`src/rtl/axis_pair_aligner.sv`:
```
// ---------------------------------------------------------------------------
// axis_pair_aligner
//
// Purpose:
//   Front end of the two-stream comparator. Each of two independent
//   AXI4-Stream inputs is buffered in its own FIFO. Beats are released in
//   lockstep: both outputs are valid in the same cycle, and both lanes are
//   popped together. An unmatched beat never appears on the output. The
//   block also reports occupancy, the number of released pairs and the
//   peak occupancy difference between the lanes, for debug.
//
// Ports:
//   clk, resetn            clock, asynchronous active-low reset
//   in1_* / in2_*          lane 1 / lane 2 input streams (data, valid, ready)
//   out1_* / out2_*        lane 1 / lane 2 aligned output streams
//   level1, level2         per-lane FIFO occupancy (0..DEPTH)
//   pair_count             number of pairs released, wraps silently
//   max_skew               sticky peak of |level1 - level2|
//
// Handshake: a beat transfers on the rising clk edge where valid and ready
// are both 1. A source holds valid and data stable until that edge. Here
// out1_valid/out2_valid depend only on registered state, so they stay high
// and the head data stays stable until the pair is popped. in*_ready also
// depends only on registered state: there is no combinational path from
// out*_ready to in*_ready.
// ---------------------------------------------------------------------------
module axis_pair_aligner #(
  parameter  int DATA_WIDTH = 32,
  parameter  int DEPTH      = 8,
  localparam int LW         = $clog2(DEPTH) + 1
) (
  input  logic                  clk,
  input  logic                  resetn,

  input  logic [DATA_WIDTH-1:0] in1_data,
  input  logic                  in1_valid,
  output logic                  in1_ready,

  input  logic [DATA_WIDTH-1:0] in2_data,
  input  logic                  in2_valid,
  output logic                  in2_ready,

  output logic [DATA_WIDTH-1:0] out1_data,
  output logic                  out1_valid,
  input  logic                  out1_ready,

  output logic [DATA_WIDTH-1:0] out2_data,
  output logic                  out2_valid,
  input  logic                  out2_ready,

  output logic [LW-1:0]         level1,
  output logic [LW-1:0]         level2,
  output logic [31:0]           pair_count,
  output logic [LW-1:0]         max_skew
);

  localparam int AW = $clog2(DEPTH);
  localparam logic [LW-1:0] FULL_LEVEL = LW'(DEPTH);

  // Storage and pointers. Pointers are AW bits and wrap modulo DEPTH; the
  // level is one bit wider so that full and empty are distinct.
  logic [DATA_WIDTH-1:0] mem1 [DEPTH];
  logic [DATA_WIDTH-1:0] mem2 [DEPTH];
  logic [AW-1:0]         wr_ptr1, rd_ptr1;
  logic [AW-1:0]         wr_ptr2, rd_ptr2;

  // Held low by reset and set on the first edge after release, so that
  // in*_ready stays 0 throughout reset and rises on that first edge.
  logic                  ready_en;

  logic                  push1, push2, pop, pair_avail;
  logic [LW-1:0]         level1_next, level2_next, skew_next;

  // ---------------------------------------------------------------- input
  assign in1_ready = ready_en && (level1 != FULL_LEVEL);
  assign in2_ready = ready_en && (level2 != FULL_LEVEL);
  assign push1     = in1_valid && in1_ready;
  assign push2     = in2_valid && in2_ready;

  // --------------------------------------------------------------- output
  // Both lanes must hold a beat before anything is offered; both lanes are
  // popped in the same cycle, so lanes never drift apart in beat count.
  assign pair_avail = (level1 != '0) && (level2 != '0);
  assign out1_valid = pair_avail;
  assign out2_valid = pair_avail;
  assign out1_data  = mem1[rd_ptr1];
  assign out2_data  = mem2[rd_ptr2];
  assign pop        = pair_avail && out1_ready && out2_ready;

  // ------------------------------------------------------ next-state levels
  always_comb begin
    level1_next = level1;
    level2_next = level2;
    if (push1 && !pop) begin
      level1_next = level1 + 1'b1;
    end else if (!push1 && pop) begin
      level1_next = level1 - 1'b1;
    end
    if (push2 && !pop) begin
      level2_next = level2 + 1'b1;
    end else if (!push2 && pop) begin
      level2_next = level2 - 1'b1;
    end
    // Skew is measured on the levels the registers are about to take.
    if (level1_next >= level2_next) begin
      skew_next = level1_next - level2_next;
    end else begin
      skew_next = level2_next - level1_next;
    end
  end

  // ------------------------------------------------------- control state
  always_ff @(posedge clk or negedge resetn) begin
    if (!resetn) begin
      ready_en   <= 1'b0;
      wr_ptr1    <= '0;
      rd_ptr1    <= '0;
      wr_ptr2    <= '0;
      rd_ptr2    <= '0;
      level1     <= '0;
      level2     <= '0;
      pair_count <= '0;
      max_skew   <= '0;
    end else begin
      ready_en <= 1'b1;
      if (push1) begin
        wr_ptr1 <= wr_ptr1 + 1'b1;
      end
      if (push2) begin
        wr_ptr2 <= wr_ptr2 + 1'b1;
      end
      if (pop) begin
        rd_ptr1    <= rd_ptr1 + 1'b1;
        rd_ptr2    <= rd_ptr2 + 1'b1;
        pair_count <= pair_count + 32'd1;
      end
      level1 <= level1_next;
      level2 <= level2_next;
      if (skew_next > max_skew) begin
        max_skew <= skew_next;
      end
    end
  end

  // ---------------------------------------------------------- data storage
  // Payload RAM is not reset: stale entries are unreachable because the
  // levels and pointers are cleared.
  always_ff @(posedge clk) begin
    if (push1) begin
      mem1[wr_ptr1] <= in1_data;
    end
    if (push2) begin
      mem2[wr_ptr2] <= in2_data;
    end
  end

endmodule
```
`config.mk`:
```
export PLATFORM = sky130hd
export DESIGN_NAME = axis_pair_aligner
export DESIGN_NICKNAME = d
export VERILOG_FILES = /design/src/rtl/axis_pair_aligner.sv
export SDC_FILE = /design/constraint.sdc
export NUM_CORES = 1
export LEC_CHECK = 0
export CELL_PAD_IN_SITES_DETAIL_PLACEMENT = 1
export CELL_PAD_IN_SITES_GLOBAL_PLACEMENT = 2
export CORE_ASPECT_RATIO = 1.5
export CORE_UTILIZATION = 33
export CTS_CLUSTER_DIAMETER = 40
export DETAILED_ROUTE_END_ITERATION = 12
export PLACE_DENSITY = 0.73
export REMOVE_ABC_BUFFERS = 1
export SLEW_MARGIN = 20
export SYNTH_ARGS = -nofsm -noshare
export SYNTH_HDL_FRONTEND = slang
export SYNTH_SLANG_ARGS = --single-unit
```
`constraint.sdc`:
```
create_clock -name clk -period 5 [get_ports clk]
set_input_delay 0.5 -clock clk [delete_from_list [all_inputs] [get_ports clk]]
set_output_delay 0.5 -clock clk [all_outputs]
set_load 0.005 [all_outputs]
```
==> flow_summary.json <==
{
  "synth_xor_area_share_pct": 1.80,
  "grt.total_usage_pct": 14.7,
  "syn_area_um2": 22400,
  "routed_wl_um": 50000,
  "synth_top_area_share_pct": 68.6,
  "synth-compound-area-share_pct": 1.16,
  "die_x_um": 215,
  "yosysTopAreaCell": "edfxtp_1",
  "yosys.area_share.simple_pct": 2.99,
  "slew_viol_final": 0,
  "die_h_um": 321,
  "p_sw_mw": 4.91,
  "fmaxAchievable_ghz": 0.212,
  "overflow": 0,
  "placed_area_um2": 25600,
  "swShare_pct": 29.5,
  "fill_cells": 6378,
  "avgSynthCellArea_um2": 21.1,
  "combPwrFrac_pct": 33.2,
  "yosysWarnings": 0,
  "placed_cells": 2126,
  "start_kind": "register",
  "grt_util_met3_pct": 2.87,
  "seqPwrFrac_pct": 37.1,
  "instances_no_fill": 2259,
  "seq_area_frac_synth_pct": 75.0,
  "muxShareOfSynthArea_pct": 16.5,
  "cts.sink_count": 569,
  "arrival_ps": 5200,
  "layout_min_cycle_time_ps": 4730,
  "critPathKind": "reg -> reg",
  "p_leak_nw": 9.25,
  "grt-busiest-layer": "met2",
  "clk_latency_ps": 620,
  "synth.most_common_cell": "edfxtp_1",
  "worstPathCellList": "inv_1, ha_1, nor3b_4, nor3_4, inv_1, ha_1, nand2b_4, o41ai_2, xor2_1, inv_1, ha_1, inv_1, buf_4, o21ba_2, a31oi_1, o31ai_1, a211o_2, nand3_1, xnor2_1, ha_1, a21oi_1, a41o_1, mux2_2",
  "synth_edf_count": 512,
  "multi_input_area_um2": 5510,
  "seqCellArea_um2": 16800,
  "cp_slowest_cell": "mux2_2",
  "p_int_mw": 11.7,
  "ys_async_sr_fraction_pct": 10.0,
  "htreeDepth": 3,
  "grt_pass1_vias": 12300,
  "slew_headroom_pct": 34.9,
  "ys_ff_latch": 569,
  "drive_gt1_share_pct": 29.9,
  "die_area_um2": 69000,
  "path_buf_inv": 5,
  "setup_viol": 0,
  "clockBufferDepth": 3,
  "postRouteAntennaNets": 0,
  "crit_fanout": 4,
  "grt_max_degree": 65,
  "synth_cell_types": 60,
  "synth_area_leaders": "edfxtp_1, mux4_2, dfrtp_1",
  "cts-root-buf": "clkbuf_16",
  "syn_to_final_growth_pct": 25.0,
  "end_kind": "register",
  "pin_count": 182,
  "cts.hold.buffers_added": 0,
  "dp_hpwl_um": 29700,
  "gp_congestion": 0.726,
  "synth_common_cells": "edfxtp_1, mux4_2, mux2_2",
  "fin_nets": 1410,
  "diodes": 0,
  "met2_usage_pct": 27.5,
  "min_period_over_period_pct": 94.6,
  "drv_cap": 0,
  "synth_flop_cell": "edfxtp_1",
  "cts_buffers": 70,
  "critical_path.top_delay_family": "compound AO/OA/AOI/OAI gates",
  "synth_top_family_by_area": "multiplexers",
  "cts_tree": "built",
  "status": "complete, no violations",
  "io_buffers": 181,
  "final_cell_area_um2": 28000,
  "worstMarginPinSlew_ps": 976,
  "num_vias": 11000,
  "vdd_drop_max_uv": 412,
  "power_density_nw_per_um2": 594,
  "clkTransAtPathRegs_ps": 50,
  "rows": 116,
  "rrSetupSlack_ps": 270,
  "fin_skew_ps": 17.1,
  "utilization_pct": 41.9,
  "antenna_found_initial": 1,
  "coreArea_um2": 66900,
  "critical_path.max_stage_delay_ps": 350,
  "wl_per_cell_um": 22.1,
  "routed_via_density": 4.85,
  "synth_adder_area_share_pct": 1.30,
  "drtIter0Drc": 645,
  "syn_inst": 1061,
  "clkPwrFrac_pct": 29.6,
  "drc": 0,
  "grt_util_met1_pct": 16.3,
  "min_path_type": "in -> async",
  "crit_required_ps": 5470,
  "firstDrtPassIters": 4,
  "grt_pass1_wl_um": 75600,
  "hold_viol_final": 0,
  "start_util_pct": 33.5
}
flip-flops by register name, indices dropped and copies added, names as in the netlist, 3 cells and up, named ones only:
signal      count
level1          4
mem1          256
wr_ptr1         3
pair_count     32
max_skew        4
rd_ptr2         3
rd_ptr1         3
level2          3
wr_ptr2         3
mem2          256
kinds of logic after synthesis:
group                      Yosys count
and+or+nand+nor                    122
DFF                                569
buffers and inverters               66
adders and majority gates           22
muxes                              201
other                                1
AOI/OAI and AO/OA                   34
xor gates and xnor gates            46
what timing repair did:
item	in CTS	in global routing
endpoints found under the setup margin	0	4
resized for setup	0	18
buffers inserted	0	5
final cells by class:
cell class	count	area share (%)
Multi-Input combinational cell	426	19.7
Tap cell	885	3.95
Timing Repair Buffer	225	7.75
Clock buffer	79	6.38
Clock inverter	49	1.85
Sequential cell	569	60.0
Inverter	26	0.349
power by group through the flow:
stage	Sequential, mW	Combinational [mW]	Clock, mW
finish	6.18	5.53	4.93
global route	6.27	5.98	5.24
CTS	6.22	5.43	5.07
detailed placement	6.32	5.39	0
global placement	6.28	5.31	0
floorplan	6.37	3.02	0
layer usage:
metal | part of all wire [%] | routed length, µm
met2 | 55 | 27500
met1 | 38 | 19200
met5 | 0.016 | 8
met3 | 4.1 | 2070
met4 | 2.4 | 1210
path summary, 6_finish.rpt:
check | end | depth (start not counted) | from
setup / recovery | max_skew[2] | 23 | level1[0]
hold / removal | pair_count[18] | 2 | resetn
setup reg to reg | max_skew[2] | 23 | level1[0]
hold reg to reg | pair_count[31] | 1 | pair_count[31]
max in group asynchronous | rd_ptr1[0] | 2 | resetn
min in group clk | pair_count[31] | 1 | pair_count[31]
stage by stage:
step                setup slack (ps)  hold slack [ps]  power, mW  TNS (ps)
floorplan                      -47.3              204       9.40     -2290
global placement                29.8              469       11.6         0
detailed placement              -109              475       11.7      -302
CTS                              111             71.1       16.7         0
global route                   -45.7              122       17.5     -91.3
finish                           272             69.6       16.6         0
cells in the final DEF (no fill, tap or decap), types with 6 or more instances in the layout:
master,instances
ha_1,19
edfxtp_1,512
nand2_1,36
clkinv_2,14
clkbuf_16,70
dfrtp_1,51
nand4_1,12
mux2_2,70
clkdlybuf4s50_1,180
nor2_1,12
nand3_1,11
inv_6,10
nor3_2,8
buf_4,41
xnor2_1,32
clkinv_8,6
xor2_1,10
clkbuf_1,9
inv_1,24
mux4_2,128
Power figures use the tool's default switching activity.
